`config.mk`:
```
export PLATFORM = sky130hd
export DESIGN_NAME = time_of_day_counter
export DESIGN_NICKNAME = d
export VERILOG_FILES = /design/src/rtl/tod_pkg.sv /design/src/rtl/bcd_mod_counter.sv /design/src/rtl/time_of_day_counter.sv
export SDC_FILE = /design/constraint.sdc
export NUM_CORES = 1
export LEC_CHECK = 0
export ABC_CLOCK_PERIOD_IN_PS = 2400
export CORE_ASPECT_RATIO = 1.75
export CORE_MARGIN = 4
export CORE_UTILIZATION = 30
export CTS_BUF_LIST = sky130_fd_sc_hd__clkbuf_4
export DETAILED_ROUTE_END_ITERATION = 6
export SLEW_MARGIN = 20
export SYNTH_ARGS = -nofsm -noshare
export SYNTH_HDL_FRONTEND = slang
export SYNTH_SLANG_ARGS = --single-unit
```
`constraint.sdc`:
```
create_clock -name clk_in -period 2.4 [get_ports clk_in]
set_input_delay 0.6 -clock clk_in [delete_from_list [all_inputs] [get_ports clk_in]]
set_output_delay 0.6 -clock clk_in [all_outputs]
set_load 0.005 [all_outputs]
```
`src/rtl/tod_pkg.sv`:
```
// Shared types and BCD helpers for the time-of-day counter.
package tod_pkg;

    typedef enum logic [1:0] {
        TOD_RUN    = 2'd0,
        TOD_SET_HH = 2'd1,
        TOD_SET_MM = 2'd2
    } tod_mode_t;

    localparam logic [7:0] BCD_00 = 8'h00;
    localparam logic [7:0] BCD_01 = 8'h01;
    localparam logic [7:0] BCD_12 = 8'h12;
    localparam logic [7:0] BCD_23 = 8'h23;
    localparam logic [7:0] BCD_59 = 8'h59;

    // Returns {wrap, next}: max rolls over to min, units 9 carries into tens.
    function automatic logic [8:0] bcd_inc(input logic [7:0] v,
                                           input logic [7:0] max,
                                           input logic [7:0] min);
        logic [8:0] r;
        if (v == max)
            r = {1'b1, min};
        else if (v[3:0] == 4'd9)
            r = {1'b0, v[7:4] + 4'd1, 4'd0};
        else
            r = {1'b0, v[7:4], v[3:0] + 4'd1};
        return r;
    endfunction

endpackage

```
`src/rtl/bcd_mod_counter.sv`:
```
// Two-digit BCD modulo counter with MIN..MAX range and combinational carry out.
module bcd_mod_counter
    import tod_pkg::*;
#(
    parameter logic [7:0] MAX = BCD_59,
    parameter logic [7:0] MIN = BCD_00,
    parameter logic [7:0] RST = BCD_00
) (
    input  logic       clk_in,
    input  logic       rst_n,
    input  logic       inc,
    input  logic       load_zero,
    output logic [7:0] q,
    output logic       wrap
);

    logic [8:0] step;

    assign step = bcd_inc(q, MAX, MIN);
    assign wrap = inc & ~load_zero & step[8];

    // NOTE: sequential state uses non-blocking assignments so every flop samples pre-edge values.
    always_ff @(posedge clk_in or negedge rst_n) begin
        if (!rst_n)
            q <= RST;
        else if (load_zero)
            q <= BCD_00;
        else if (inc)
            q <= step[7:0];
    end

    nibble_in_range: assert property (@(posedge clk_in) disable iff (!rst_n)
        (q[7:4] <= 4'd9) && (q[3:0] <= 4'd9));

endmodule

```
`src/rtl/time_of_day_counter.sv`:
```
// HH:MM:SS BCD clock with two-button hour/minute setting and blink blanking.
module time_of_day_counter
    import tod_pkg::*;
#(
    parameter bit HOURS_24    = 1'b1,
    parameter int SYNC_STAGES = 2
) (
    input  logic       clk_in,
    input  logic       rst_n,
    input  logic       s_tick,
    input  logic       hs_tick,
    input  logic       btn_mode,
    input  logic       btn_inc,
    output logic [7:0] hh_bcd,
    output logic [7:0] mm_bcd,
    output logic [7:0] ss_bcd,
    output logic       blank_hh,
    output logic       blank_mm,
    output logic [1:0] mode,
    output logic       day_wrap
);

    localparam logic [7:0] HH_MAX = HOURS_24 ? BCD_23 : BCD_12;
    localparam logic [7:0] HH_MIN = HOURS_24 ? BCD_00 : BCD_01;
    localparam logic [7:0] HH_RST = HOURS_24 ? BCD_00 : BCD_12;

    tod_mode_t state, state_next;

    logic [SYNC_STAGES-1:0] mode_sync, inc_sync;
    logic mode_smp, inc_smp;
    logic mode_press, inc_press;
    logic ss_clr, ss_inc, ss_wrap;
    logic mm_inc, mm_wrap;
    logic hh_inc, hh_wrap;

    // Buttons are only resampled on hs_tick, which debounces contact bounce.
    always_ff @(posedge clk_in or negedge rst_n) begin
        if (!rst_n) begin
            mode_sync <= '0;
            inc_sync  <= '0;
            mode_smp  <= 1'b0;
            inc_smp   <= 1'b0;
        end else begin
            mode_sync <= {mode_sync[SYNC_STAGES-2:0], btn_mode};
            inc_sync  <= {inc_sync[SYNC_STAGES-2:0], btn_inc};
            if (hs_tick) begin
                mode_smp <= mode_sync[SYNC_STAGES-1];
                inc_smp  <= inc_sync[SYNC_STAGES-1];
            end
        end
    end

    assign mode_press = hs_tick & mode_sync[SYNC_STAGES-1] & ~mode_smp;
    assign inc_press  = hs_tick & inc_sync[SYNC_STAGES-1] & ~inc_smp;

    // NOTE: the default assignment first keeps this combinational block from inferring a latch.
    always_comb begin
        state_next = state;
        if (mode_press) begin
            case (state)
                TOD_RUN:    state_next = TOD_SET_HH;
                TOD_SET_HH: state_next = TOD_SET_MM;
                default:    state_next = TOD_RUN;
            endcase
        end
    end

    // A mode press outranks both the seconds tick and a simultaneous inc press.
    assign ss_clr = mode_press & (state == TOD_RUN);
    assign ss_inc = s_tick & ~mode_press & (state == TOD_RUN);
    assign mm_inc = ss_wrap | (inc_press & ~mode_press & (state == TOD_SET_MM));
    assign hh_inc = (mm_wrap & (state == TOD_RUN))
                  | (inc_press & ~mode_press & (state == TOD_SET_HH));

    bcd_mod_counter #(.MAX(BCD_59), .MIN(BCD_00), .RST(BCD_00)) u_ss (
        .clk_in    (clk_in),
        .rst_n     (rst_n),
        .inc       (ss_inc),
        .load_zero (ss_clr),
        .q         (ss_bcd),
        .wrap      (ss_wrap)
    );

    bcd_mod_counter #(.MAX(BCD_59), .MIN(BCD_00), .RST(BCD_00)) u_mm (
        .clk_in    (clk_in),
        .rst_n     (rst_n),
        .inc       (mm_inc),
        .load_zero (1'b0),
        .q         (mm_bcd),
        .wrap      (mm_wrap)
    );

    bcd_mod_counter #(.MAX(HH_MAX), .MIN(HH_MIN), .RST(HH_RST)) u_hh (
        .clk_in    (clk_in),
        .rst_n     (rst_n),
        .inc       (hh_inc),
        .load_zero (1'b0),
        .q         (hh_bcd),
        .wrap      (hh_wrap)
    );

    always_ff @(posedge clk_in or negedge rst_n) begin
        if (!rst_n) begin
            state    <= TOD_RUN;
            blank_hh <= 1'b0;
            blank_mm <= 1'b0;
            day_wrap <= 1'b0;
        end else begin
            state    <= state_next;
            blank_hh <= (state == TOD_SET_HH && !mode_press) ? (blank_hh ^ hs_tick) : 1'b0;
            blank_mm <= (state == TOD_SET_MM && !mode_press) ? (blank_mm ^ hs_tick) : 1'b0;
            day_wrap <= hh_wrap & (state == TOD_RUN);
        end
    end

    assign mode = state;

endmodule

```
==> reports/metrics.cfg, run 1 <==
[run_status]
status=completed

[cts]
cts_buffers=5
ctsResizeCount=0
tritoncts=built
cts_sinks=35
clk_latency_ps=330
htreeDepth=2
path_clk_slew_ps=110
post_cts_buffers=0
cts_root_buf=clkbuf_4
cts_max_path_buffers=2
cts_hold_buffers=0

[pwr]
powerDensity_mw_per_mm2=778.8
peakVddDrop_mv=0.4831
leakage_nw=1.032

[routing]
ant_nets=0
via_count=1368
drcViolationCount=0
routed_wl_mm=3.613
viasPerCell=4.685
wire_per_inst_um=12.37
firstDrtPassIters=4
drt_iter0_drc=41

[synth]
async_flop_share_pct=100.0
synth-main-ff-cell=dfrtp_1
syn_nets=183
synthSimpleGateAreaFrac_pct=21.02
synth_area_mm2=0.001792
synth.mux.area_fraction_pct=2.444
yosysWarnings=0
yosysSeqAreaShare_pct=48.88
synth_top_family_by_area=simple AND/OR/NAND/NOR gates
synth-seq-cells=35
syn_area_per_cell_um2=10.86
synthesis.instances=165
synth-adder-area-share_pct=8.380
synth_edf_count=0
yosysUniqueCellTypes=43
synth_xor_area_share_pct=4.399
synth-compound-area-share_pct=10.89

[critical_path]
cp-start-kind=register
crit_fanout=8
cp.arrival_ps=1430
cp.required_ps=1800
cp_cell_sequence=clkdlybuf4s50_1
rr_worst_depth=8
critical_path_buf_inv_count=1
path_depth=1
crit_type=register to output port
critPathTopFamily=buffers and inverters
cp_slowest_cell=clkdlybuf4s50_1
crit_path_end_kind=output port
cpPeakStageDelay_ps=570

[timing]
setup_viol=0
fin_setup_tns_ps=0
maxSlewViolCount=0
grt_setup_unrepaired=false
hold_ws_ps=345.0
max_freq_mhz=492.4
finClkSkew_ps=10.40
max-slew-margin-rel_pct=69.08
worstMarginPinSlew_ps=459.0
fin_crit_sh_pct=84.61
hold_viol=0
fin_crit_ps=2031

[finish]
postLayoutCellArea_mm2=0.002327
final_core_util_pct=39.90
final_common_cell=dfrtp_1
n_antenna_cell=0
areaGrowthSynthToFinish_pct=29.89
final_cell_mix=35 x dfrtp_1, 34 x clkdlybuf4s50_1, 17 x nand2_1
final_nets=231
drive_gt1_share_pct=13.55

[global_routing]
grt_pass1_wl_mm=6.134
antenna_found_initial=0
grt_pass1_vias=1334
track_usage_pct=10.92
overflow=0
grt_max_degree=36

[die]
core_mm2=0.005833
die_y_um=110.2
rows=37
die_area_mm2=0.007322
io_pins=35
die_w_um=66.42
start_util_pct=30.72

[place]
place.gp.congestion=0.7252
place_area_mm2=0.002275
portBuffers=34
post-dp-hpwl_mm=2.778

[flow_run]
drv_cap=0

[worst_hold_path]
hp-class=register to register
hold_depth=0

==> cell usage after synthesis (2+ instances only) <==
master    count  share of area, %
dfrtp_1      35                49
o21ai_1       4               1.1
nand2_1      17               3.6
inv_1         9               1.9
ha_1         12               8.4
and3b_1       2              0.98
xnor2_1       3               1.5
o21a_1        2              0.84
xor2_1        6               2.9
nand3b_1      4               1.7
nand4_1       2              0.70
nor2_1        9               1.9
and3_1        2              0.70
o31ai_1       5               2.1
or3_1         2              0.70
nor3_1        3              0.84
nand3_1       6               1.7
mux2_2        3               1.9
nand2b_1      3               1.0
buf_6         3               1.9
nand4b_1      2              0.98
o21ai_0      10               2.8
==> cells by family after synthesis <==
group / after synthesis
xor+xnor: 9
flops: 35
compound gates: 28
buf+inv: 13
fa+ha+maj: 12
simple gates: 64
mux: 4
==> flip-flops by register name (all words and copies together) (netlist names) <==
signal	flops
blank_mm	1
u_mm.q	8
u_ss.q	8
u_hh.q	8
mode_sync	2
mode_smp	1
inc_smp	1
inc_sync	2
blank_hh	1
day_wrap	1
mode	2
==> worst register-to-register path: cells and delay by family (launching register included) <==
kind | cells | cell delay, ps
buf+inv | 2 | 230
simple gates | 4 | 780
fa+ha+maj | 1 | 150
flops | 1 | 420
compound gates | 1 | 260
==> area by class of cell <==
class                   count  area (um^2)
clock buffers               6        45.04
clock inverters             2        7.507
fillers                   631         3506
inverters                   9        33.78
multi-input cells         117        844.6
flip-flops and latches     35        875.8
well taps                  78        97.59
repair buffers             45        422.9
==> per-stage QoR <==
| step | setup slack, ps | std cells | power [mW] |
|---|---|---|---|
| after floorplan | 524.6 | 165 | 1.158 |
| after global placement | 35.15 | 284 | 1.514 |
| after detailed placement | 39.00 | 284 | 1.532 |
| after CTS | 331.4 | 292 | 1.850 |
| after global routing | 261.4 | 292 | 1.959 |
| final | 369.3 | 292 | 1.812 |
==> metal layers <==
metal  vias up  part of all wire, %  global-route usage, %
met2        29                   54                  19.76
met3         5                  3.8                  2.535
met1       661                   40                  12.04
met4         0                  1.8                  4.360
li1        673                    -                      -
met5         -                    0                      0
==> worst paths after layout <==
kind | from | slack (ps) | end
max | mode[1] | 370 | mode[1]
min | inc_sync[0] | 340 | inc_sync[1]
max reg2reg | u_ss.q[5] | 520 | u_mm.q[7]
min reg2reg | inc_sync[0] | 340 | inc_sync[1]
max in group asynchronous | rst_n | 1410 | u_ss.q[5]
min in group asynchronous | rst_n | 660 | u_mm.q[5]
==> power by group <==
group	total [mW]	leakage, nW	switching (mW)	internal, mW
clock network	0.309	0.0307	0.189	0.120
registers	0.879	0.460	0.173	0.705
logic	0.625	0.541	0.243	0.382
total	1.81	1.03	0.605	1.21
(Power assumes the default switching activity.)
==> run 2, diff against run 1 <==
--- a/config.mk
+++ b/config.mk
@@ -5,7 +5,7 @@
 export SDC_FILE = /design/constraint.sdc
 export NUM_CORES = 1
 export LEC_CHECK = 0
-export ABC_CLOCK_PERIOD_IN_PS = 2400
+export ABC_CLOCK_PERIOD_IN_PS = 2070
 export CORE_ASPECT_RATIO = 1.75
 export CORE_MARGIN = 4
 export CORE_UTILIZATION = 30
==> constraint.sdc (replaced) <==
create_clock -name clk_in -period 2.07 [get_ports clk_in]
set_input_delay 0.5175 -clock clk_in [delete_from_list [all_inputs] [get_ports clk_in]]
set_output_delay 0.5175 -clock clk_in [all_outputs]
set_load 0.005 [all_outputs]
==> run 2 against run 1 <==
Sequential power is 13% higher. Critical endpoint unchanged. Cell count increased by 1.4%. Combinational power grew 24%.
==> reports/metrics.cfg, run 2 (synthesized netlist as in run 1, its figures left out) <==
[critical_path]
cp_cell_sequence=clkdlybuf4s50_1  ; unchanged
cp_slowest_cell=clkdlybuf4s50_1  ; unchanged
cpPeakStageDelay_ps=560  ; was 570 ps
cp.arrival_ps=1410  ; was 1430 ps
critical_path_buf_inv_count=1  ; unchanged
cp-start-kind=register  ; unchanged
crit_type=register to output port  ; unchanged
critPathTopFamily=buffers and inverters  ; unchanged
crit_fanout=8  ; unchanged
crit_path_end_kind=output port  ; unchanged
cp.required_ps=1550  ; was 1800 ps

[die]
die_y_um=110.2  ; unchanged
die_w_um=66.42  ; unchanged
rows=37  ; unchanged
core_mm2=0.005833  ; unchanged
io_pins=35  ; unchanged
start_util_pct=30.72  ; unchanged
die_area_mm2=0.007322  ; unchanged

[pwr]
seqPwrFrac_pct=46.2  ; was 48.5%
switching_share_pct=32.65  ; was 33.38%
internal_power_mw=1.445  ; was 1.208 mW
powerDensity_mw_per_mm2=906.1  ; was 778.8 mW/mm^2
leakage_nw=1.059  ; was 1.032 nW
peakVddDrop_mv=0.5559  ; was 0.4831 mV
power_frac_clock_pct=17.7  ; was 17.0%
p_sw_mw=0.7003  ; was 0.6049 mW
p_comb_share_pct=36.1  ; was 34.5%
total_power_mw=2.145  ; was 1.812 mW

[timing]
fin_ws_ps=145.4  ; was 369.3 ps
fin_crit_ps=1925
hold_ws_ps=355.9  ; was 345.0 ps
worstMarginPinSlew_ps=458.1  ; was 459.0 ps
max-slew-margin-rel_pct=69.14  ; was 69.08%
maxSlewViolCount=0  ; unchanged
max_freq_mhz=519.6
setup_viol=0  ; unchanged
hold_viol=0  ; unchanged
grt_setup_unrepaired=false  ; unchanged
finClkSkew_ps=4.763  ; was 10.40 ps
fin_crit_sh_pct=92.98
fin_setup_tns_ps=0  ; unchanged

[finish]
reg_top3=u_hh.q x8, u_mm.q x8, u_ss.q x8  ; unchanged
drive_gt1_share_pct=16.51  ; was 13.55%
final_common_cell=dfrtp_1  ; unchanged
final_nets=235  ; was 231
postLayoutCellArea_mm2=0.002367  ; was 0.002327 mm^2
n_antenna_cell=0  ; unchanged
final_cell_mix=35 x dfrtp_1, 34 x clkdlybuf4s50_1, 17 x nand2_1  ; unchanged
areaGrowthSynthToFinish_pct=32.12  ; was 29.89%

[routing]
via_count=1356  ; was 1368
ant_nets=0  ; unchanged
viasPerCell=4.581  ; was 4.685
routed_wl_mm=3.674  ; was 3.613 mm
wire_per_inst_um=12.41  ; was 12.37 um
drt_iter0_drc=30  ; was 41
drcViolationCount=0  ; unchanged
firstDrtPassIters=3  ; was 4

[global_routing]
grt_pass1_vias=1413  ; was 1334
antenna_found_initial=0  ; unchanged
grt_pass1_wl_mm=6.285  ; was 6.134 mm
grt_max_degree=36  ; unchanged
track_usage_pct=11.24  ; was 10.92%
overflow=0  ; unchanged

[cts]
htreeDepth=2  ; unchanged
cts_root_buf=clkbuf_4  ; unchanged
cts_sinks=35  ; unchanged
cts_max_path_buffers=2  ; unchanged
path_clk_slew_ps=100  ; was 110 ps
cts_hold_buffers=0  ; unchanged
tritoncts=built  ; unchanged
cts_buffers=5  ; unchanged
clk_latency_ps=330  ; about the same

[place]
place_ws_ps=-228.8  ; was 39.00 ps
portBuffers=34  ; unchanged
post-dp-hpwl_mm=2.762  ; was 2.778 mm
place_area_mm2=0.002305  ; was 0.002275 mm^2
place.gp.congestion=0.7270  ; was 0.7252

[run_status]
status=completed  ; unchanged

[worst_hold_path]
hp-class=register to register  ; unchanged

[flow_run]
drv_cap=0  ; unchanged

-- run 2: area by class of cell --
type | instances | area, um^2
clock buffers | 7 | 52.55
clock inverters | 1 | 5.005
fillers | 603 | 3466
inverters | 9 | 33.78
multi-input cells | 117 | 849.6
flip-flops and latches | 35 | 875.8
well taps | 78 | 97.59
repair buffers | 49 | 452.9
-- run 2: metal layers --
layer  GRT usage, %  wire length (um)  vias up
met5              0                 0        -
met4          5.814                87        0
met3          3.043               137        9
met2          20.40              1949       28
met1          11.48              1499      639
li1               -                 -      680
-- run 2: power groups by stage --
stage | Sequential [mW] | Combinational, mW | Clock (mW)
floorplan | 1.00 | 0.340 | 0
global placement | 1.01 | 0.776 | 0
detailed placement | 1.01 | 0.787 | 0
CTS | 0.998 | 0.792 | 0.406
global route | 1.02 | 0.878 | 0.431
finish | 0.992 | 0.774 | 0.379
-- run 2: final timing paths --
check	start	endpoint	slack (ps)	cells past startpoint
worst max-delay path	mode[1]	mode[1]	150	1
worst min-delay path	mode_sync[0]	mode_sync[1]	360	0
worst max register to register	u_ss.q[5]	u_mm.q[7]	160	8
worst min register to register	mode_sync[0]	mode_sync[1]	360	0
max in group asynchronous	rst_n	u_ss.q[7]	1160	2
min in group asynchronous	rst_n	u_mm.q[1]	600	2
-- run 2: repair_timing --
item,CTS,global route
resized for setup,0,1
endpoints found under the setup margin,0,1
buffers inserted,0,0
-- run 2: through the flow --
step           cells  utilization (%)
2_1_floorplan    165                -
3_3_place_gp     288            39.51
3_5_place_dp     288            39.51
4_1_cts          296            40.50
5_1_grt          296            40.58
6_report         296            40.58
